`src/rtl/mem_dump_pkg.sv`:
```
// Shared types for the memory dump reader: FSM state encoding and the streamed data width.
package mem_dump_pkg;

    localparam int DUMP_DATA_W = 8;

    typedef enum logic [2:0] {
        IDLE,
        REQ,
        CAP,
        SEND,
        CSUM,
        FIN
    } dump_state_t;

endpackage

```
`src/rtl/mem_dump_unit_if.sv`:
```
// Bundle for the dump reader: core completion flag, data-memory read port and the byte stream.
// master = the dump unit, slave = its environment (core, data memory, consumer).
interface mem_dump_unit_if
    import mem_dump_pkg::*;
#(
    parameter int ADDR_W = 8
);

    logic                   done_in;
    logic                   mem_rd_en;
    logic [ADDR_W-1:0]      mem_rd_addr;
    logic [DUMP_DATA_W-1:0] mem_rd_data;
    logic [DUMP_DATA_W-1:0] dout;
    logic                   dout_valid;
    logic                   dout_ready;
    logic                   dump_done;

    modport master (
        input  done_in,
        input  mem_rd_data,
        input  dout_ready,
        output mem_rd_en,
        output mem_rd_addr,
        output dout,
        output dout_valid,
        output dump_done
    );

    modport slave (
        output done_in,
        output mem_rd_data,
        output dout_ready,
        input  mem_rd_en,
        input  mem_rd_addr,
        input  dout,
        input  dout_valid,
        input  dump_done
    );

endinterface

```
`src/rtl/mem_dump_unit.sv`:
```
// Memory dump reader: once done_in is seen, streams bytes START_ADDR..START_ADDR+LEN-1 (wrapping) out.
// Define DUMP_CHECKSUM_EN to append one XOR-of-all-bytes checksum byte after the window.
module mem_dump_unit
    import mem_dump_pkg::*;
#(
    parameter int ADDR_W     = 8,
    parameter int START_ADDR = 0,
    parameter int LEN        = 16
) (
    input  logic            clk,
    input  logic            reset,
    mem_dump_unit_if.master bus
);

    localparam logic [ADDR_W-1:0] START_A  = ADDR_W'(START_ADDR);
    localparam logic [ADDR_W:0]   LAST_IDX = (ADDR_W + 1)'(LEN - 1);
`ifdef DUMP_CHECKSUM_EN
    localparam dump_state_t AFTER_DATA = CSUM;
`else
    localparam dump_state_t AFTER_DATA = FIN;
`endif

    generate
        if (LEN < 1 || LEN > (1 << ADDR_W)) begin : g_len_check
            $error("mem_dump_unit: LEN must lie in 1..2**ADDR_W");
        end
    endgenerate

    dump_state_t            r_state;
    dump_state_t            w_next_state;
    logic [ADDR_W:0]        r_index;
    logic [DUMP_DATA_W-1:0] r_dout;
    logic                   r_dout_valid;
    logic                   r_dump_done;
    logic                   w_rd_en;
    logic [ADDR_W-1:0]      w_rd_addr;
    logic                   w_xfer;
    logic                   w_last;

    assign w_xfer = r_dout_valid & bus.dout_ready;
    assign w_last = (r_index == LAST_IDX);

    // NOTE: clocked state is written with <= so every register samples pre-edge values.
    always_ff @(posedge clk) begin
        if (reset) r_state <= IDLE;
        else       r_state <= w_next_state;
    end

    always_comb begin
        w_next_state = r_state;
        unique case (r_state)
            IDLE:    if (bus.done_in) w_next_state = REQ;
            REQ:     w_next_state = CAP;
            CAP:     w_next_state = SEND;
            SEND:    if (w_xfer) w_next_state = w_last ? AFTER_DATA : REQ;
`ifdef DUMP_CHECKSUM_EN
            CSUM:    if (w_xfer) w_next_state = FIN;
`endif
            FIN:     w_next_state = FIN;
            default: w_next_state = IDLE;
        endcase
    end

    always_comb begin
        w_rd_en   = (r_state == REQ);
        w_rd_addr = START_A + r_index[ADDR_W-1:0];
    end

`ifdef DUMP_CHECKSUM_EN
    logic [DUMP_DATA_W-1:0] r_csum;

    always_ff @(posedge clk) begin
        if (reset)               r_csum <= '0;
        else if (r_state == CAP) r_csum <= r_csum ^ bus.mem_rd_data;
    end
`endif

    // Byte register: loaded from the read port in CAP, held until the consumer takes it.
    always_ff @(posedge clk) begin
        if (reset) begin
            r_dout       <= '0;
            r_dout_valid <= 1'b0;
            r_index      <= '0;
            r_dump_done  <= 1'b0;
        end else begin
            case (r_state)
                CAP: begin
                    r_dout       <= bus.mem_rd_data;
                    r_dout_valid <= 1'b1;
                end
                SEND: begin
                    if (w_xfer) begin
                        r_index <= r_index + 1'b1;
`ifdef DUMP_CHECKSUM_EN
                        if (w_last) r_dout <= r_csum;
                        r_dout_valid <= w_last;
`else
                        r_dout_valid <= 1'b0;
`endif
                    end
                end
`ifdef DUMP_CHECKSUM_EN
                CSUM: if (w_xfer) r_dout_valid <= 1'b0;
`endif
                default: ;
            endcase
            if (w_next_state == FIN) r_dump_done <= 1'b1;
        end
    end

    assign bus.mem_rd_en   = w_rd_en;
    assign bus.mem_rd_addr = w_rd_addr;
    assign bus.dout        = r_dout;
    assign bus.dout_valid  = r_dout_valid;
    assign bus.dump_done   = r_dump_done;

endmodule

```
`src/flat_wrapper.sv`:
```
// flat-port wrapper written by rule: the top's interface ports become plain ports
module mem_dump_unit_flat import mem_dump_pkg::*;
#(
    parameter int ADDR_W     = 8,
    parameter int START_ADDR = 0,
    parameter int LEN        = 16
)
  (clk, reset, bus_done_in, bus_mem_rd_data, bus_dout_ready, bus_mem_rd_en, bus_mem_rd_addr, bus_dout, bus_dout_valid, bus_dump_done);
  mem_dump_unit_if #(.ADDR_W(ADDR_W)) bus_i ();
  input  logic clk;
  input  logic reset;
  input wire logic [$bits(bus_i.done_in)-1:0] bus_done_in;
  input wire logic [$bits(bus_i.mem_rd_data)-1:0] bus_mem_rd_data;
  input wire logic [$bits(bus_i.dout_ready)-1:0] bus_dout_ready;
  output wire logic [$bits(bus_i.mem_rd_en)-1:0] bus_mem_rd_en;
  output wire logic [$bits(bus_i.mem_rd_addr)-1:0] bus_mem_rd_addr;
  output wire logic [$bits(bus_i.dout)-1:0] bus_dout;
  output wire logic [$bits(bus_i.dout_valid)-1:0] bus_dout_valid;
  output wire logic [$bits(bus_i.dump_done)-1:0] bus_dump_done;
  assign bus_i.done_in = bus_done_in;
  assign bus_i.mem_rd_data = bus_mem_rd_data;
  assign bus_i.dout_ready = bus_dout_ready;
  assign bus_mem_rd_en = bus_i.mem_rd_en;
  assign bus_mem_rd_addr = bus_i.mem_rd_addr;
  assign bus_dout = bus_i.dout;
  assign bus_dout_valid = bus_i.dout_valid;
  assign bus_dump_done = bus_i.dump_done;
  mem_dump_unit #(.ADDR_W(ADDR_W), .START_ADDR(START_ADDR), .LEN(LEN)) u_core (.clk(clk), .reset(reset), .bus(bus_i));
endmodule
```
`config.mk`:
```
export PLATFORM = sky130hd
export DESIGN_NAME = mem_dump_unit_flat
export DESIGN_NICKNAME = d
export VERILOG_FILES = /design/src/rtl/mem_dump_pkg.sv /design/src/rtl/mem_dump_unit_if.sv /design/src/rtl/mem_dump_unit.sv /design/src/flat_wrapper.sv
export SDC_FILE = /design/constraint.sdc
export NUM_CORES = 1
export LEC_CHECK = 0
export BUFFER_PORTS_ARGS = -buffer_cell sky130_fd_sc_hd__buf_2
export CORE_MARGIN = 3
export CORE_UTILIZATION = 49
export DETAILED_ROUTE_END_ITERATION = 8
export PLACE_DENSITY = 0.76
export SYNTH_ARGS = -nofsm -noshare
export SYNTH_HDL_FRONTEND = slang
export SYNTH_SLANG_ARGS = --single-unit
```
`constraint.sdc`:
```
create_clock -name clk -period 1.37 [get_ports clk]
set_input_delay 0.137 -clock clk [delete_from_list [all_inputs] [get_ports clk]]
set_output_delay 0.137 -clock clk [all_outputs]
set_load 0.02 [all_outputs]
```
Yosys cells after proc, flatten, opt, wreduce, memory -nomap -nowiden
Index checks and enable logic that the tools add are counted.
- register bits: 22
- bits in latches: 0
- RAM bits: 0
- ROM bits: 0
- logic and storage cells: 24
- memories: 0
- add/subtract/negate cells: 1
- multiply operators: 0
- divide/modulo/power cells: 0
- magnitude comparators: 0
- equality and inequality tests: 7
- shifts and indexed selects: 0
- muxes and demuxes: 6
- bitwise operators: 1
- reduce and logical (&&, ||, !) cells: 4
- operator list (kind ; number):
    3-bit case mux with 5 select lines ; 1
    9-bit by 1-bit adder with 9-bit output (second input constant) ; 1
    9-bit by 4-bit == test with 1-bit output (second input constant) ; 1
    3-bit two-way mux ; 3
    3-bit by 2-bit == test with 1-bit output (second input constant) ; 2
    3-bit == test (second input constant) ; 2
    2-bit AND reduction ; 2
    3-bit by 1-bit == test with 1-bit output (second input constant) ; 1
    3-bit logical NOT ; 1
    2-bit by 1-bit inequality test with 1-bit output (second input constant) ; 1
    1-bit case mux with 2 select lines ; 1
    2-bit nonzero test ; 1
    1-bit AND ; 1
    1-bit two-way mux ; 1

Depth between registers and ports, before layout
Gate-level depths: netlist of the first run.
- word-level depth: 5
- gate-level depth with buffers: 5

Worst setup path after synthesis of the first run
OpenSTA, ideal clock, no wires.
- kind: register -> register
- start point: reg u_core.r_dout_valid, in the netlist u_core.bus.dout_valid
- end point: reg u_core.r_index[7]
- library setup time: 0.132 ns
- arrival: 1.207 ns
- required time: 1.238 ns
- slack: 0.031 ns
- cell stages (with the launch flop): 5
- buffers on the path: 0
- path through: dfxtp_1 -> nand3_4 -> nor4_4 -> a31o_1 -> a21oi_1
- longest elaborated chain between the ends: 2
- ends and longest elaborated chain (item ; line ; RTL):
    start, declared ; mem_dump_unit.sv:33 ; logic r_dout_valid;
    start signal, assigned ; mem_dump_unit.sv:82 ; r_dout_valid <= 1'b0;
    start signal, assigned ; mem_dump_unit.sv:89 ; r_dout_valid <= 1'b1;
    start signal, assigned ; mem_dump_unit.sv:98 ; r_dout_valid <= 1'b0;
    1-bit AND ; mem_dump_unit.sv:40 ; assign w_xfer = r_dout_valid & bus.dout_ready;
    2-bit AND reduction (no source line) ; -- ;
    end signal, assigned ; mem_dump_unit.sv:93 ; r_index <= r_index + 1'b1;
    end, declared ; mem_dump_unit.sv:31 ; logic [ADDR_W:0] r_index;
Every way passes these cells.
A chain may end at the register's enable or synchronous reset.

Worst setup path in the final report of the first run
- start point: reg u_core.r_state[0]
- end point: out bus_mem_rd_en
- longest elaborated chain between the ends: 1
- ends and longest elaborated chain (item ; line ; RTL):
    start, declared ; mem_dump_unit.sv:29 ; dump_state_t r_state;
    start signal, assigned ; mem_dump_unit.sv:46 ; else r_state <= w_next_state;
    3-bit by 1-bit == test with 1-bit output ; mem_dump_unit.sv:65 ; w_rd_en = (r_state == REQ);
    end, declared ; flat_wrapper.sv:15 ; output wire logic [$bits(bus_i.mem_rd_en)-1:0] bus_mem_rd_en;
Every way passes these cells.

==> impl_metrics.tcl, run 1 <==
set metrics [dict create \
    routed_wl_um 2130 \
    numPlacedInstances 169 \
    initial_core_util_pct 52.44 \
    numClockSinks 22 \
    cp.required_ns 1.23 \
    max_slew.worst_pin.slew_ns 0.3954 \
    worst_setup_path_start_kind "flip-flop" \
    post_drt_wl_per_cell_um 12.38 \
    switching_share_pct 26.82 \
    synth_top_area_share_pct 41.95 \
    min_path_type "in -> reg" \
    use_met3_pct 3.704 \
    setup_viol 0 \
    skew_ns 0.006411 \
    slowest_stage "dfxtp_4" \
    finalCriticalPeriod_ns 1.300 \
    path_max_fanout 5 \
    sequentialPowerShare_pct 59.8 \
    ys_ff_latch 22 \
    ys_top_cells_by_count "22 x dfxtp_1, 14 x nand2_1, 13 x nor2_1, 12 x a21oi_1, 10 x buf_4" \
    p_clk_share_pct 25.4 \
    synth_area_leader_cell "dfxtp_1" \
    ctsHoldBuffers 0 \
    synth_most_common_cell "dfxtp_1" \
    criticalPathCategory "reg -> out" \
    grtUsageTotal_pct 18.01 \
    grt_max_degree 22 \
    final_cells 172 \
    n_antenna_cell 0 \
    drtAntennaViolNets 0 \
    syn_nets 131 \
    drtIter0Drc 8 \
    vias_per_cell 5.128 \
    syn_area_um2 1050 \
    cp.arrival_ns 1.16 \
    die_height_um 52.29 \
    dr.pass1.iters 4 \
    p_sw_uw 304.1 \
    rows 16 \
    place.gp.congestion 0.7678 \
    drc 0 \
    fmax_ghz 0.7693 \
    synth-edff-count 0 \
    whs_ns 0.04931 \
    core-area_um2 2002 \
    p_int_uw 829.8 \
    worstSetupStartpoint "u_core.r_state[0]" \
    grt_busiest_layer "met2" \
    synth_seq_area_share_pct 41.95 \
    cp_slowest_stage_delay_ns 0.39 \
    crit-reg2reg-launch "u_core.r_state[2]" \
    clock_latency_ns 0.31 \
    grt.overflow.total 0 \
    setup_tns_ns 0 \
    min_period_over_period_pct 94.89 \
    synthTopCellsByArea "dfxtp_1 42%, buf_4 7.2%, a21oi_1 5.7%" \
    synth-async-reset-ratio_pct 0 \
    hp-start "bus_mem_rd_data[0]" \
    cts_tree "done" \
    ys_warn_count 0 \
    numCtsBuffers 3 \
    dp_hpwl_um 1594 \
    cp-end-kind "output pin" \
    critPathBufInv 2 \
    cpLargestDelayFamily "flip-flops" \
    grt_pass1_vias 881 \
    fin_util_pct 62.19 \
    irDropWorstVdd_v 0.0006315 \
    power_leakage_uw 0.0005154 \
    clockBufferDepth 2 \
    synth.distinct_cells 30 \
    max_cap_violations 0 \
    grt_pass1_wl_um 3684 \
    finalMaxSlewViolations 0 \
    ioPinCount 31 \
    slew_headroom_pct 73.64 \
    cts.htree.levels 1 \
    die_w_um 52.29 \
    fin_nets 160 \
    die_area_um2 2734 \
    clk_pin_slew_ns 0.12 \
    antenna_found_initial 0 \
    met1_usage_pct 21.23 \
    power_density_nw_per_um2 910.8 \
    worstPathCellList "buf_4 -> nand2b_4 -> nor2_1 -> buf_4" \
    yosys_most_used_dff "dfxtp_1" \
    final_hold_viol_count 0 \
    syn_avg_cell_area_um2 8.896 \
    layout-drive-gt1-share_pct 37.24 \
    outcome "finished clean" \
    syn_to_final_growth_pct 18.59 \
    comb_power_share_pct 14.7 \
    vias 882 \
    port_buffers 30 \
    clockRootBuffer "clkbuf_4" \
    use_met2_pct 30.99 \
    syn-instance-count 118 \
    crit_top_cell "buf_4" \
]
[power groups by stage]
| stage | clock network [µW] | logic (µW) | registers, µW |
|---|---|---|---|
| after floorplan | 0 | 85.8 | 711 |
| after global placement | 0 | 157 | 691 |
| after detailed placement | 0 | 161 | 693 |
| after CTS | 296 | 162 | 679 |
| after global routing | 313 | 187 | 682 |
| final | 288 | 167 | 679 |
[placed cells by master, fill, tap and decap left out, types with 3 or more instances in the layout]
cell and n:
a21oi_1 12, clkbuf_4 3, buf_4 7, nor2_1 13
o21ai_0 8, nand2_1 13, inv_1 4, dfxtp_1 18
xnor2_1 6, buf_2 29, dfxtp_2 3
[sequential cells by signal, summed over array words and instances (netlist names)]
name                   cells
u_core.bus.dout            8
u_core.bus.dout_valid      1
u_core.bus.dump_done       1
u_core.r_index             9
u_core.r_state             3
[path summary, 6_finish.rpt]
path	end	slack, ns	cells past startpoint
setup / recovery	bus_mem_rd_en	0.07	4
hold / removal	u_core.bus.dout[0]	0.05	3
hold reg to reg	u_core.bus.dump_done	0.48	2
setup reg to reg	u_core.r_index[8]	0.12	4
[stage by stage]
stage,total power [µW],setup WS (ns),instance area (µm²)
floorplan,796.3,0.03120,1050
global placement,847.7,0.1294,1196
detailed placement,853.8,0.07259,1196
CTS,1137,0.0009605,1220
global route,1182,-0.009442,1245
finish,1134,0.07006,1245
[per-layer routing]
| metal | share of wire (%) | wire length (µm) |
|---|---|---|
| met1 | 45 | 961 |
| met2 | 48 | 1032 |
| met3 | 4.5 | 95 |
| met4 | 1.9 | 41 |
| met5 | 0 | 0 |
[tightest hold or removal path, delay by kind of cell]
kind            cells  cell delay [ns]
compound gates      1             0.05
simple gates        1             0.04
buf+inv             1             0.09
[final cells by class]
| type | instances | area (µm²) |
|---|---|---|
| Inverter | 4 | 15.01 |
| Fill cell | 186 | 757.0 |
| Sequential cell | 22 | 447.9 |
| Timing Repair Buffer | 36 | 197.7 |
| Multi-Input combinational cell | 80 | 528.0 |
| Tap cell | 27 | 33.78 |
| Clock buffer | 3 | 22.52 |
[repair_timing]
item,CTS,global route
hold endpoints to repair,0,0
pin swaps,0,3
gates cloned,0,0
gates resized for setup,1,8
setup endpoints to repair,1,7
buffers inserted,0,0
[logic make-up after synthesis]
group           count (synthesis)  synth area share [%]
simple gates                   46                 27.18
compound gates                 27                 15.38
flops                          22                 41.95
buf+inv                        16                 9.296
xor+xnor                        6                 5.006
fa+ha+maj                       1                 1.192
(Power assumes the default switching activity.)
==> run 2, diff against run 1 <==
ABC_AREA = 1   (was default)
PLACE_DENSITY = 0.77   (was 0.76)
==> impl_metrics.tcl, run 2 <==
set metrics [dict create \
    outcome "finished clean" \
    fillers 179 \
    layout_common_cells "36 x nand2_1, 30 x buf_2, 20 x dfxtp_1" \
    die_area_um2 2682 \
    path_max_fanout 5 \
    synth.distinct_cells 24 \
    p_clk_share_pct 27.7 \
    grt_pass1_wl_um 3443 \
    clk_pin_slew_ns 0.12 \
    largest-register "u_core.r_index" \
    min_period_over_period_pct 88.74 \
    drtAntennaViolNets 0 \
    ys_top_cells_by_count "36 x nand2_1, 22 x dfxtp_1, 16 x a21oi_1, 13 x inv_1, 12 x nor2_1" \
    die_height_um 51.79 \
    ioPinCount 31 \
    grt_max_degree 15 \
    synth_most_common_cell "nand2_1" \
    p_int_uw 906.3 \
    irDropWorstVdd_v 0.0007732 \
    finalMaxSlewViolations 0 \
    final_cell_area_um2 1186 \
    drc 0 \
    drtIter0Drc 12 \
    yosys_most_used_dff "dfxtp_1" \
    cp.arrival_ns 1.41 \
    n_antenna_cell 0 \
    grt_pass1_vias 804 \
    port_buffers 30 \
    syn_avg_cell_area_um2 7.234 \
    setup_viol 0 \
    post_drt_wl_per_cell_um 10.51 \
    fmax_ghz 0.8225 \
    syn_area_um2 1027 \
    clock_latency_ns 0.30 \
    cp.required_ns 1.57 \
    die_w_um 51.79 \
    dpl_cell_area_um2 1141 \
    finalCriticalPeriod_ns 1.216 \
    numClockSinks 22 \
    routed_wl_um 2017 \
    rsz0062_at_grt "no" \
    syn_nets 155 \
    cts.htree.levels 1 \
    dr.pass1.iters 4 \
    criticalPathCategory "reg -> reg" \
    p_sw_uw 342.0 \
    syn_to_final_growth_pct 15.47 \
    r2r_end "u_core.r_index[8]" \
    clockRootBuffer "clkbuf_4" \
    sequentialPowerShare_pct 55.7 \
    critical_path.endpoint "u_core.r_index[8]" \
    comb_power_share_pct 16.6 \
    final_hold_viol_count 0 \
    r2r_cells 6 \
    r2r_slack_ns 0.15 \
    dp_hpwl_um 1560 \
    synth_top_area_share_pct 42.87 \
    max_cap_violations 0 \
    cts_tree "done" \
    layout-drive-gt1-share_pct 28.74 \
    synth-edff-count 0 \
    final_common_cell "nand2_1" \
    synthTopCellsByArea "dfxtp_1 43%, nand2_1 13%, a21oi_1 7.8%" \
    crit-reg2reg-launch "u_core.r_index[0]" \
    place.gp.congestion 0.8142 \
    power_density_nw_per_um2 1052 \
    cp-end-kind "flip-flop" \
    fin_nets 181 \
    slew_headroom_pct 82.62 \
    antenna_found_initial 0 \
    grtUsageTotal_pct 16.48 \
    skew_ns 0.002969 \
    vias_per_cell 4.844 \
    initial_core_util_pct 55.29 \
    synth-async-reset-ratio_pct 0 \
    syn-instance-count 142 \
    max_slew.worst_pin.slew_ns 0.2607 \
    largest_reg_flops 9 \
    grt.overflow.total 0 \
    numCtsBuffers 3 \
    worstSetupStartpoint "u_core.r_index[0]" \
    post_cts_buffers 0 \
    min_path_type "in -> reg" \
    synth_area_leader_cell "dfxtp_1" \
    switching_share_pct 27.39 \
    ys_warn_count 0 \
    worst_setup_path_start_kind "flip-flop" \
    core-area_um2 1858 \
    ys_ff_latch 22 \
    synth_seq_area_share_pct 42.87 \
    setup_tns_ns 0 \
    rows 15 \
    power_leakage_uw 0.0005806 \
    vias 930 \
    clockBufferDepth 2 \
]
[run 2: changes by cell type after synthesis, sizes merged, moves of 4 or more]
cell / delta
nand2: +24
nand3: +9
inv: +12
nor4: -5
a21oi: +4
xnor2: -6
[run 2: cell type report]
| cell class | instances | area, µm² | area share [%] |
|---|---|---|---|
| clock buffers | 4 | 36.28 | 3.059 |
| well taps | 25 | 31.28 | 2.637 |
| multi-input cells | 94 | 457.9 | 38.61 |
| repair buffers | 31 | 157.7 | 13.29 |
| inverters | 16 | 60.06 | 5.063 |
| flip-flops and latches | 22 | 442.9 | 37.34 |
[run 2: metrics by stage]
| step | util, % | std cells | hold slack [ns] | setup slack, ns | power, µW |
|---|---|---|---|---|---|
| 2_1_floorplan | - | 142 | 0.2061 | 0.2028 | 850.7 |
| 6_report | 63.84 | 192 | 0.09147 | 0.1542 | 1248 |
| 5_1_grt | 63.84 | 192 | 0.07602 | 0.02286 | 1324 |
| 3_3_place_gp | 61.41 | 188 | 0.4112 | 0.1681 | 915.5 |
| 4_1_cts | 63.37 | 192 | 0.07854 | 0.1041 | 1269 |
| 3_5_place_dp | 61.41 | 188 | 0.4144 | 0.1287 | 918.8 |
[run 2: what timing repair did]
item | in CTS | in global routing
endpoints found under the hold margin | 0 | 0
gates resized for setup | 0 | 3
hold buffers | 0 | 0
setup endpoints to repair | 0 | 1
[run 2: worst min-delay path by stage]
stage          depth (start not counted)                from                 end  slack [ns]
2_1_floorplan                          1               reset   u_core.r_index[7]        0.21
3_3_place_gp                           3  bus_mem_rd_data[5]  u_core.bus.dout[5]        0.41
3_5_place_dp                           3  bus_mem_rd_data[0]  u_core.bus.dout[0]        0.41
4_1_cts                                3  bus_mem_rd_data[0]  u_core.bus.dout[0]        0.08
5_1_grt                                3  bus_mem_rd_data[0]  u_core.bus.dout[0]        0.08
6_report                               3  bus_mem_rd_data[0]  u_core.bus.dout[0]        0.09
[run 2: cells by family after synthesis]
| family | Yosys count | synth area share (%) |
|---|---|---|
| compound gates | 22 | 10.84 |
| fa+ha+maj | 1 | 1.218 |
| buf+inv | 26 | 13.15 |
| flops | 22 | 42.87 |
| simple gates | 71 | 31.91 |
[run 2: power groups by stage]
stage	registers (µW)	logic (µW)	clock network (µW)
global placement	709	207	0
finish	695	207	345
floorplan	740	110	0
CTS	695	209	365
global route	701	232	392
detailed placement	710	209	0
[run 2: metal layers]
metal,vias to the layer above,part of all wire (%),GRT usage [%],wire length (µm)
li1,498,-,-,-
met1,412,47,21.42,951
met2,18,48,27.33,976
met3,2,3.8,4.011,76
met4,0,0.59,3.930,12
met5,-,0,0,0
[run 2: critical path, cell delays in order, from the launching register on]
cell     delay, ns
dfxtp_2       0.38
ha_1          0.17
nand2_1       0.13
nor3_4        0.23
nand4_1       0.09
nand2_1       0.09
nor2_2        0.03
